`src/rtl/migu_alu_issue.sv`:
```
// migu_alu_issue: request/response front end for the MigUAlu execute unit.
//   Accepts tagged ALU operations over valid/ready, registers cmd/operands into the
//   combinational ALU (stage S1), captures the result one cycle later into a DEPTH-entry
//   in-order response FIFO, and returns {out, co, err, tag} over a valid/ready port.
// Ports:
//   clk, rst_n                       clock, asynchronous active-low reset
//   req_valid/req_ready/req_*        request channel (cmd, in1, in2, tag)
//   alu_cmd/alu_in1/alu_in2          registered drive into the ALU
//   alu_out/alu_co                   ALU result, combinational from alu_*
//   rsp_valid/rsp_ready/rsp_*        response channel (out, co, err, tag)
//   busy                             work in S1 or buffered responses pending
//   done_cnt                         responses consumed since reset (wrapping)
module migu_alu_issue #(
  parameter int unsigned WIDTH     = 64,
  parameter int unsigned CMD_WIDTH = 4,
  parameter int unsigned NR_CMDS   = 10,
  parameter int unsigned TAG_WIDTH = 4,
  parameter int unsigned DEPTH     = 2
) (
  input  logic                 clk,
  input  logic                 rst_n,
  input  logic                 req_valid,
  output logic                 req_ready,
  input  logic [CMD_WIDTH-1:0] req_cmd,
  input  logic [WIDTH-1:0]     req_in1,
  input  logic [WIDTH-1:0]     req_in2,
  input  logic [TAG_WIDTH-1:0] req_tag,
  output logic [CMD_WIDTH-1:0] alu_cmd,
  output logic [WIDTH-1:0]     alu_in1,
  output logic [WIDTH-1:0]     alu_in2,
  input  logic [WIDTH-1:0]     alu_out,
  input  logic                 alu_co,
  output logic                 rsp_valid,
  input  logic                 rsp_ready,
  output logic [WIDTH-1:0]     rsp_out,
  output logic                 rsp_co,
  output logic                 rsp_err,
  output logic [TAG_WIDTH-1:0] rsp_tag,
  output logic                 busy,
  output logic [31:0]          done_cnt
);

  localparam int unsigned PtrW = (DEPTH > 1) ? $clog2(DEPTH) : 1;
  localparam int unsigned CntW = $clog2(DEPTH + 1) + 1;

  // Stage S1
  logic                 s1_valid_q, s1_valid_d;
  logic [CMD_WIDTH-1:0] alu_cmd_q, alu_cmd_d;
  logic [WIDTH-1:0]     alu_in1_q, alu_in1_d;
  logic [WIDTH-1:0]     alu_in2_q, alu_in2_d;
  logic [TAG_WIDTH-1:0] s1_tag_q, s1_tag_d;
  logic                 s1_err_q, s1_err_d;

  // Response FIFO
  logic [WIDTH-1:0]     fifo_out_q [DEPTH];
  logic [WIDTH-1:0]     fifo_out_d [DEPTH];
  logic                 fifo_co_q  [DEPTH];
  logic                 fifo_co_d  [DEPTH];
  logic                 fifo_err_q [DEPTH];
  logic                 fifo_err_d [DEPTH];
  logic [TAG_WIDTH-1:0] fifo_tag_q [DEPTH];
  logic [TAG_WIDTH-1:0] fifo_tag_d [DEPTH];
  logic [PtrW-1:0]      wr_ptr_q, wr_ptr_d;
  logic [PtrW-1:0]      rd_ptr_q, rd_ptr_d;
  logic [CntW-1:0]      count_q, count_d;
  logic [31:0]          done_cnt_q, done_cnt_d;

  logic            accept, push, pop;
  logic [CntW-1:0] occ_after;

  assign rsp_valid = (count_q != '0);
  assign pop       = rsp_valid && rsp_ready;
  assign push      = s1_valid_q;

  // Occupancy (S1 + FIFO) once this cycle's pop leaves; S1 always lands in the FIFO next edge,
  // so a new accept is safe only while this stays below DEPTH.
  assign occ_after = count_q + CntW'(s1_valid_q) - CntW'(pop);
  assign req_ready = (occ_after < CntW'(DEPTH));
  assign accept    = req_valid && req_ready;

  always_comb begin
    s1_valid_d = accept;
    alu_cmd_d  = alu_cmd_q;
    alu_in1_d  = alu_in1_q;
    alu_in2_d  = alu_in2_q;
    s1_tag_d   = s1_tag_q;
    s1_err_d   = s1_err_q;
    // Hold ALU inputs when idle so X on req_* never reaches the ALU.
    if (accept) begin
      alu_cmd_d = req_cmd;
      alu_in1_d = req_in1;
      alu_in2_d = req_in2;
      s1_tag_d  = req_tag;
      s1_err_d  = (32'(req_cmd) >= NR_CMDS);
    end
  end

  always_comb begin
    fifo_out_d = fifo_out_q;
    fifo_co_d  = fifo_co_q;
    fifo_err_d = fifo_err_q;
    fifo_tag_d = fifo_tag_q;
    wr_ptr_d   = wr_ptr_q;
    rd_ptr_d   = rd_ptr_q;
    count_d    = count_q;
    done_cnt_d = done_cnt_q;
    if (push) begin
      fifo_out_d[wr_ptr_q] = s1_err_q ? '0 : alu_out;
      fifo_co_d[wr_ptr_q]  = s1_err_q ? 1'b0 : alu_co;
      fifo_err_d[wr_ptr_q] = s1_err_q;
      fifo_tag_d[wr_ptr_q] = s1_tag_q;
      wr_ptr_d = (wr_ptr_q == PtrW'(DEPTH - 1)) ? '0 : wr_ptr_q + PtrW'(1);
    end
    if (pop) begin
      rd_ptr_d   = (rd_ptr_q == PtrW'(DEPTH - 1)) ? '0 : rd_ptr_q + PtrW'(1);
      done_cnt_d = done_cnt_q + 32'd1;
    end
    count_d = count_q + CntW'(push) - CntW'(pop);
  end

  always_ff @(posedge clk or negedge rst_n) begin
    if (!rst_n) begin
      s1_valid_q <= 1'b0;
      alu_cmd_q  <= '0;
      alu_in1_q  <= '0;
      alu_in2_q  <= '0;
      s1_tag_q   <= '0;
      s1_err_q   <= 1'b0;
      for (int i = 0; i < int'(DEPTH); i++) begin
        fifo_out_q[i] <= '0;
        fifo_co_q[i]  <= 1'b0;
        fifo_err_q[i] <= 1'b0;
        fifo_tag_q[i] <= '0;
      end
      wr_ptr_q   <= '0;
      rd_ptr_q   <= '0;
      count_q    <= '0;
      done_cnt_q <= '0;
    end else begin
      s1_valid_q <= s1_valid_d;
      alu_cmd_q  <= alu_cmd_d;
      alu_in1_q  <= alu_in1_d;
      alu_in2_q  <= alu_in2_d;
      s1_tag_q   <= s1_tag_d;
      s1_err_q   <= s1_err_d;
      fifo_out_q <= fifo_out_d;
      fifo_co_q  <= fifo_co_d;
      fifo_err_q <= fifo_err_d;
      fifo_tag_q <= fifo_tag_d;
      wr_ptr_q   <= wr_ptr_d;
      rd_ptr_q   <= rd_ptr_d;
      count_q    <= count_d;
      done_cnt_q <= done_cnt_d;
    end
  end

  assign alu_cmd  = alu_cmd_q;
  assign alu_in1  = alu_in1_q;
  assign alu_in2  = alu_in2_q;
  assign rsp_out  = fifo_out_q[rd_ptr_q];
  assign rsp_co   = fifo_co_q[rd_ptr_q];
  assign rsp_err  = fifo_err_q[rd_ptr_q];
  assign rsp_tag  = fifo_tag_q[rd_ptr_q];
  assign busy     = s1_valid_q || (count_q != '0);
  assign done_cnt = done_cnt_q;

endmodule
```
`config.mk`:
```
export PLATFORM = sky130hd
export DESIGN_NAME = migu_alu_issue
export DESIGN_NICKNAME = d
export VERILOG_FILES = /design/src/rtl/migu_alu_issue.sv
export SDC_FILE = /design/constraint.sdc
export NUM_CORES = 1
export LEC_CHECK = 0
export ABC_AREA = 1
export BUFFER_PORTS_ARGS = -buffer_cell sky130_fd_sc_hd__buf_2
export CAP_MARGIN = 20
export CORE_MARGIN = 2
export CORE_UTILIZATION = 50
export CTS_CLUSTER_DIAMETER = 80
export DETAILED_ROUTE_END_ITERATION = 6
export HOLD_SLACK_MARGIN = 0.05
export PLACE_DENSITY = 0.75
export SLEW_MARGIN = 20
export SYNTH_ARGS = -nofsm -noshare
export SYNTH_HDL_FRONTEND = slang
export SYNTH_SLANG_ARGS = --single-unit
```
`constraint.sdc`:
```
create_clock -name clk -period 5.3 [get_ports clk]
set_input_delay 1.06 -clock clk [delete_from_list [all_inputs] [get_ports clk]]
set_output_delay 1.06 -clock clk [all_outputs]
set_load 0.02 [all_outputs]
```
## Word-level counts from Yosys, hierarchy flattened

Cells that the tools add are included.

| storage, ports and cells | value |
|---|---|
| flip-flop bits (word level) | 315 |
| bits in latches | 0 |
| RAM bits | 0 |
| ROM bits | 0 |
| output and inout bits | 237 |
| memories | 0 |

| operators by class | value |
|---|---|
| add/subtract/negate cells | 5 |
| multipliers | 0 |
| divide/modulo/power cells | 0 |
| $lt $le $gt $ge | 5 |
| eq/ne operators | 0 |
| shift-type cells | 0 |
| multiplexer cells | 26 |
| bitwise gates (word level) | 2 |
| reduce and logical (&&, ||, !) cells | 5 |

Operators with widths:

| operator | count |
|---|---|
| $mux W64 | 5 |
| $bwmux W128 | 1 |
| $demux W64 S1 | 1 |
| $add A32 B1 Y32 const B | 1 |
| $mux W4 | 4 |
| $mux W1 | 10 |
| $bwmux W8 | 1 |
| $bwmux W2 | 2 |
| $demux W4 S1 | 1 |
| $ge A2 B2 Y1 const B | 2 |
| $ge A4 B4 Y1 const B | 1 |
| $not A1 Y2 | 2 |
| $add A3 B1 Y3 | 1 |
| $logic_and A1 B1 Y1 | 3 |
| $lt A3 B2 Y1 const B | 1 |
| $reduce_bool A3 Y1 | 1 |
| $sub A3 B1 Y3 | 1 |
| $add A1 B1 Y1 const B | 2 |
| $lt A2 B1 Y1 const B | 1 |
| $demux W1 S1 | 1 |
| $logic_or A1 B1 Y1 | 1 |

## Depth between registers and ports, before layout

| logic depth | value |
|---|---|
| depth after elaboration | 6 |
| mapped depth | 16 |
| depth with buffers taken out | 14 |

## Worst setup path after synthesis

OpenSTA, ideal clock, no wires.

| path | value |
|---|---|
| path type | input port to output port |
| from | input rsp_ready |
| to | output req_ready |
| arrival | 3190 ps |
| data required time | 4240 ps |
| path slack | 1050 ps |
| cell stages on the path | 12 |
| buffers on the path | 3 |
| cell sequence | nand2_2 > inv_1 > ha_1 > inv_1 > ha_1 > inv_1 > fa_1 > clkbuf_1 > clkbuf_1 > clkbuf_1 > nand2_1 > inv_1 |

| on the way | value |
|---|---|
| longest elaborated chain between the ends | 3 |

Ends and longest elaborated chain:

| item | line | source |
|---|---|---|
| start, declared | 34 | `input logic rsp_ready,` |
| $logic_and A1 B1 Y1 | 72 | `assign pop = rsp_valid && rsp_ready;` |
| net pop | 68 | `logic accept, push, pop;` |
| $sub A3 B1 Y3 | 77 | `assign occ_after = count_q + CntW'(s1_valid_q) - CntW'(pop);` |
| $lt A3 B2 Y1 | 78 | `assign req_ready = (occ_after < CntW'(DEPTH));` |
| end, declared | 23 | `output logic req_ready,` |

The timed path passes the listed nets, and every way through them passes these cells.

## Worst setup path in the final report

| path | value |
|---|---|
| from | register count_q[1] |
| to | output req_ready |

| on the way | value |
|---|---|
| longest elaborated chain between the ends | 4 |

Ends and longest elaborated chain:

| item | line | source |
|---|---|---|
| start, declared | 65 | `logic [CntW-1:0] count_q, count_d;` |
| start signal, assigned | 152 | `count_q <= count_d;` |
| $reduce_bool A3 Y1 | 71 | `assign rsp_valid = (count_q != '0);` |
| $logic_and A1 B1 Y1 | 72 |  |
| net pop | 68 |  |
| $sub A3 B1 Y3 | 77 |  |
| $lt A3 B2 Y1 | 78 |  |

The timed path passes the listed nets, and every way through them passes these cells.

==> summary by stage <==
Worst setup path
The count of buffer and inverter cells on the critical path is 5. Along the worst path, the maximum fanout reaches 9. For the worst setup path, the data required time is about 4200 ps. The worst setup path is of the reg2out kind. Data arrives at the worst endpoint at about 3500 ps. Counting stages on the worst path, the most repeated cell is sky130_fd_sc_hd__inv_1. STA classifies the critical path endpoint as an output pin. The worst setup path is launched from a flip-flop. Traced cell by cell, the critical path runs through nor2_1 > nand2_1 > nand2_2 > inv_1 > ha_1 > inv_1 > ha_1 > inv_1 > fa_4 > xor2_1 > xor2_4 > nand2_1 > inv_1 > buf_2. The largest single stage delay on the critical path is about 430 ps. The cell with the largest stage delay on the worst path is sky130_fd_sc_hd__dfrtp_1. Grouping stages by cell kind, the critical path spends the most delay in adder cells.

Power
The analysis attributes to net switching a power of 5.868 mW. The power share of the clock group is 19.2%. Sequential cells burn 32.9% of the power.

The worst IR drop on VDD is 0.7425 mV. In this run the power density over the cells is 707.9 mW/mm^2. The total power consumption of the routed design is 12.49 mW. Summed over all cells, the static leakage comes to 9.892 nW. The switching part of the total power is 46.98%. The share of total power dissipated in combinational logic is 47.9%. Cell internal power was estimated by the tool at 6.622 mW.

Global route
Global routing consumed, over all layers together, 28.24% of the routing resources. The number of antenna violations at the first check in global routing is 9. The wire length of the first global-routing pass is 65.53 mm.

The largest net degree at the start of global routing is 140. The number of global-route vias before repair is 12480. For this run the aggregate overflow at the end of global routing stands at 0.

Yosys
Sequential cells were found to cover around 56% of the synthesized design area. The number of nets handed over by synthesis was 1951. The area fraction of the dominant cell type after synthesis is 56.29%. Summed over all instances, the cell type with the most area after synthesis is sky130_fd_sc_hd__dfrtp_1.

The total number of yosys warnings is 0. Counting flops and latches in the post-synthesis netlist gives 315. By area the synthesized netlist is led by sky130_fd_sc_hd__dfrtp_1 (56%), sky130_fd_sc_hd__nand2_1 (19%), sky130_fd_sc_hd__nand4_1 (6.5%), sky130_fd_sc_hd__o21ai_0 (5.1%), sky130_fd_sc_hd__inv_1 (4.7%). The count of different cell masters after synthesis is 18. The post-synthesis cell count is 1742. The netlist area before placement is 0.01400 sq mm. A synthesized cell averages between 8 and 9 sq um.

Timing
The relative slew slack is 35.72%. The final clock skew is 15.06 ps. For the pin with the worst max-slew slack, the measured transition is 964.2 ps.

The final hold violation count is 0. Setup repair after global routing left no endpoint under its margin. The number of pins exceeding their max-slew limit in the final report came to 0. Subtracting the final worst setup slack from the clock period gives 4545 ps. Static timing analysis puts the maximum clock frequency at 220.0 MHz. The final sum of negative setup slack is 0 ps. Setup violations remaining at the end of the flow were counted as 0. The final cycle utilization of the critical path is 85.75%.

Floorplanning
The full die area is 0.02936 sq mm. roughly 440 I/O pins were placed. The die is 171.4 um tall. For this configuration, the core starts out at a cell density of around 51%.

Row generation in the floorplan step produced 61 rows. The die width is 171.4 um. The floorplan step defined a core boundary enclosing approximately 0.028 sq mm.

Status
The run finished with clean final reports.

Clock tree
The buffer count from post-CTS setup fixing is 0. At the later pin of the worst-skew pair, clock insertion delay measures around 500 ps. The clock root buffer is sky130_fd_sc_hd__clkbuf_16.

The TritonCTS buffer count is 35. The clock sink count is 315. TritonCTS built the clock tree.

Hold repair after CTS inserted 0 buffers. The maximum buffer depth of the clock tree is 3. The number of gates resized after CTS was 0.

The maximum level of the CTS H-tree is 2. Clock-pin slew was measured on the worst setup and hold paths at ~60 ps.

Placement
The placer congestion estimate is 0.9195. The HPWL after detailed placement is 27.92 mm. In this run the cell area measured after placement is 0.01647 sq mm.

The number of port buffers is about 440.

Cells and area
The layout overhead on the synthesized area is 25.97%. The share of cells above drive strength 1 is 24.21%. In the layout the commonest cells are sky130_fd_sc_hd__nand2_1 (696), sky130_fd_sc_hd__buf_2 (439), sky130_fd_sc_hd__dfrtp_1 (313), sky130_fd_sc_hd__inv_1 (176), sky130_fd_sc_hd__nand4_1 (146). After filler insertion, the fill cell instance count of the layout stands at 2435.

The utilization of the core after routing is 63.68%. The cell area after layout is 0.01764 sq mm. The most frequent standard cell in the layout excluding fill and tap cells is sky130_fd_sc_hd__nand2_1. The number of nets in the layout is 2332.

Worst hold path
The type of the most critical hold path is reg2reg.

Route
The total routed wirelength is ~42 mm. The detailed router finished its first iteration with 1188 violations. The total vias in the final route is around 13000. The remaining antenna violation count after routing is 0.

Dividing the detail-routed wire length by the instance count gives 16.57 um. In the routed design, unresolved DRC markers number 0. After detailed routing, the number of vias per cell comes to 5.120.

Before antenna repair, the detailed router went through 5 iterations.

Job
Across the run, the number of max-cap violations was 0.
-- synthesized netlist by cell type, drive strengths merged --
cell type	instances
fa	1
nand3b	2
clkbuf	91
nand3	17
dfrtp	315
o21a	1
ha	3
buf	21
nand4	146
xor2	15
inv	177
xnor2	9
o21ai	142
nor2	99
nand2	698
nor3	5
-- cell families after synthesis --
family          synth area share [%]
compound gates                 5.128
buf+inv                        7.880
fa+ha+maj                     0.4110
flops                          56.29
simple gates                   28.79
xor+xnor                       1.501
-- metal layers --
metal  global-route usage (%)  vias to the layer above  share of wire [%]
met5                        0                        -                  0
met4                    12.79                        0                4.1
met3                    6.420                      102                7.3
met2                    46.23                      503                 49
met1                    35.97                     6141                 40
li1                         -                     6233                  -
-- layout make-up --
cell class                      count  area, sq um  share of cell area [%]
Timing Repair Buffer              456         2382                   13.50
Clock inverter                     10        82.58                  0.4681
Multi-Input combinational cell   1138         5067                   28.72
Sequential cell                   315         7888                   44.71
Antenna cell                        9        22.52                  0.1277
Inverter                          177        664.4                   3.766
Tap cell                          378        473.0                   2.681
Clock buffer                       52         1062                   6.021
-- power by group through the flow --
stage	Sequential [mW]	Combinational [mW]	Clock (mW)
final	4.11	5.98	2.40
after global routing	4.24	6.59	2.55
after CTS	4.10	5.99	2.44
after detailed placement	4.11	6.00	0
after global placement	4.09	5.82	0
after floorplan	4.54	3.50	0
-- tightest hold or removal path, stage by stage (launching register included) --
cell                      delay (ps)
sky130_fd_sc_hd__dfrtp_1         340
sky130_fd_sc_hd__nand2_1          50
sky130_fd_sc_hd__nand2_1          40
-- flip-flops by register name (all words and copies together) (netlist names), 2 cells and up --
register    flops
alu_in2        64
fifo_co_q       2
fifo_out_q    128
done_cnt       32
s1_tag_q        4
fifo_err_q      2
count_q         3
alu_in1        64
alu_cmd         4
fifo_tag_q      8
-- path summary, 6_finish.rpt --
check,from,to,slack [ps],cells past startpoint
min,alu_in1[10]$_DFFE_PN0P_,alu_in1[10]$_DFFE_PN0P_,460,2
min in group asynchronous,rst_n,fifo_out_q[72]$_DFFE_PN0P_,570,1
max,count_q[1]$_DFF_PN0_,req_ready,760,14
max reg2reg,count_q[1]$_DFF_PN0_,s1_tag_q[2]$_DFFE_PN0P_,1400,14
min reg2reg,alu_in1[10]$_DFFE_PN0P_,alu_in1[10]$_DFFE_PN0P_,460,2
max in group asynchronous,rst_n,alu_in1[11]$_DFFE_PN0P_,3410,2
-- through the flow --
stage / instances / hold slack [ps] / setup slack (ps)
6_report: 2535 / 463.1 / 755.4
5_1_grt: 2535 / 483.3 / 546.7
4_1_cts: 2526 / 467.6 / 691.3
3_5_place_dp: 2464 / 453.2 / 843.1
3_3_place_gp: 2463 / 448.1 / 862.8
2_1_floorplan: 1742 / 441.9 / 1050
Note: power is estimated with default switching activity, not from simulation.
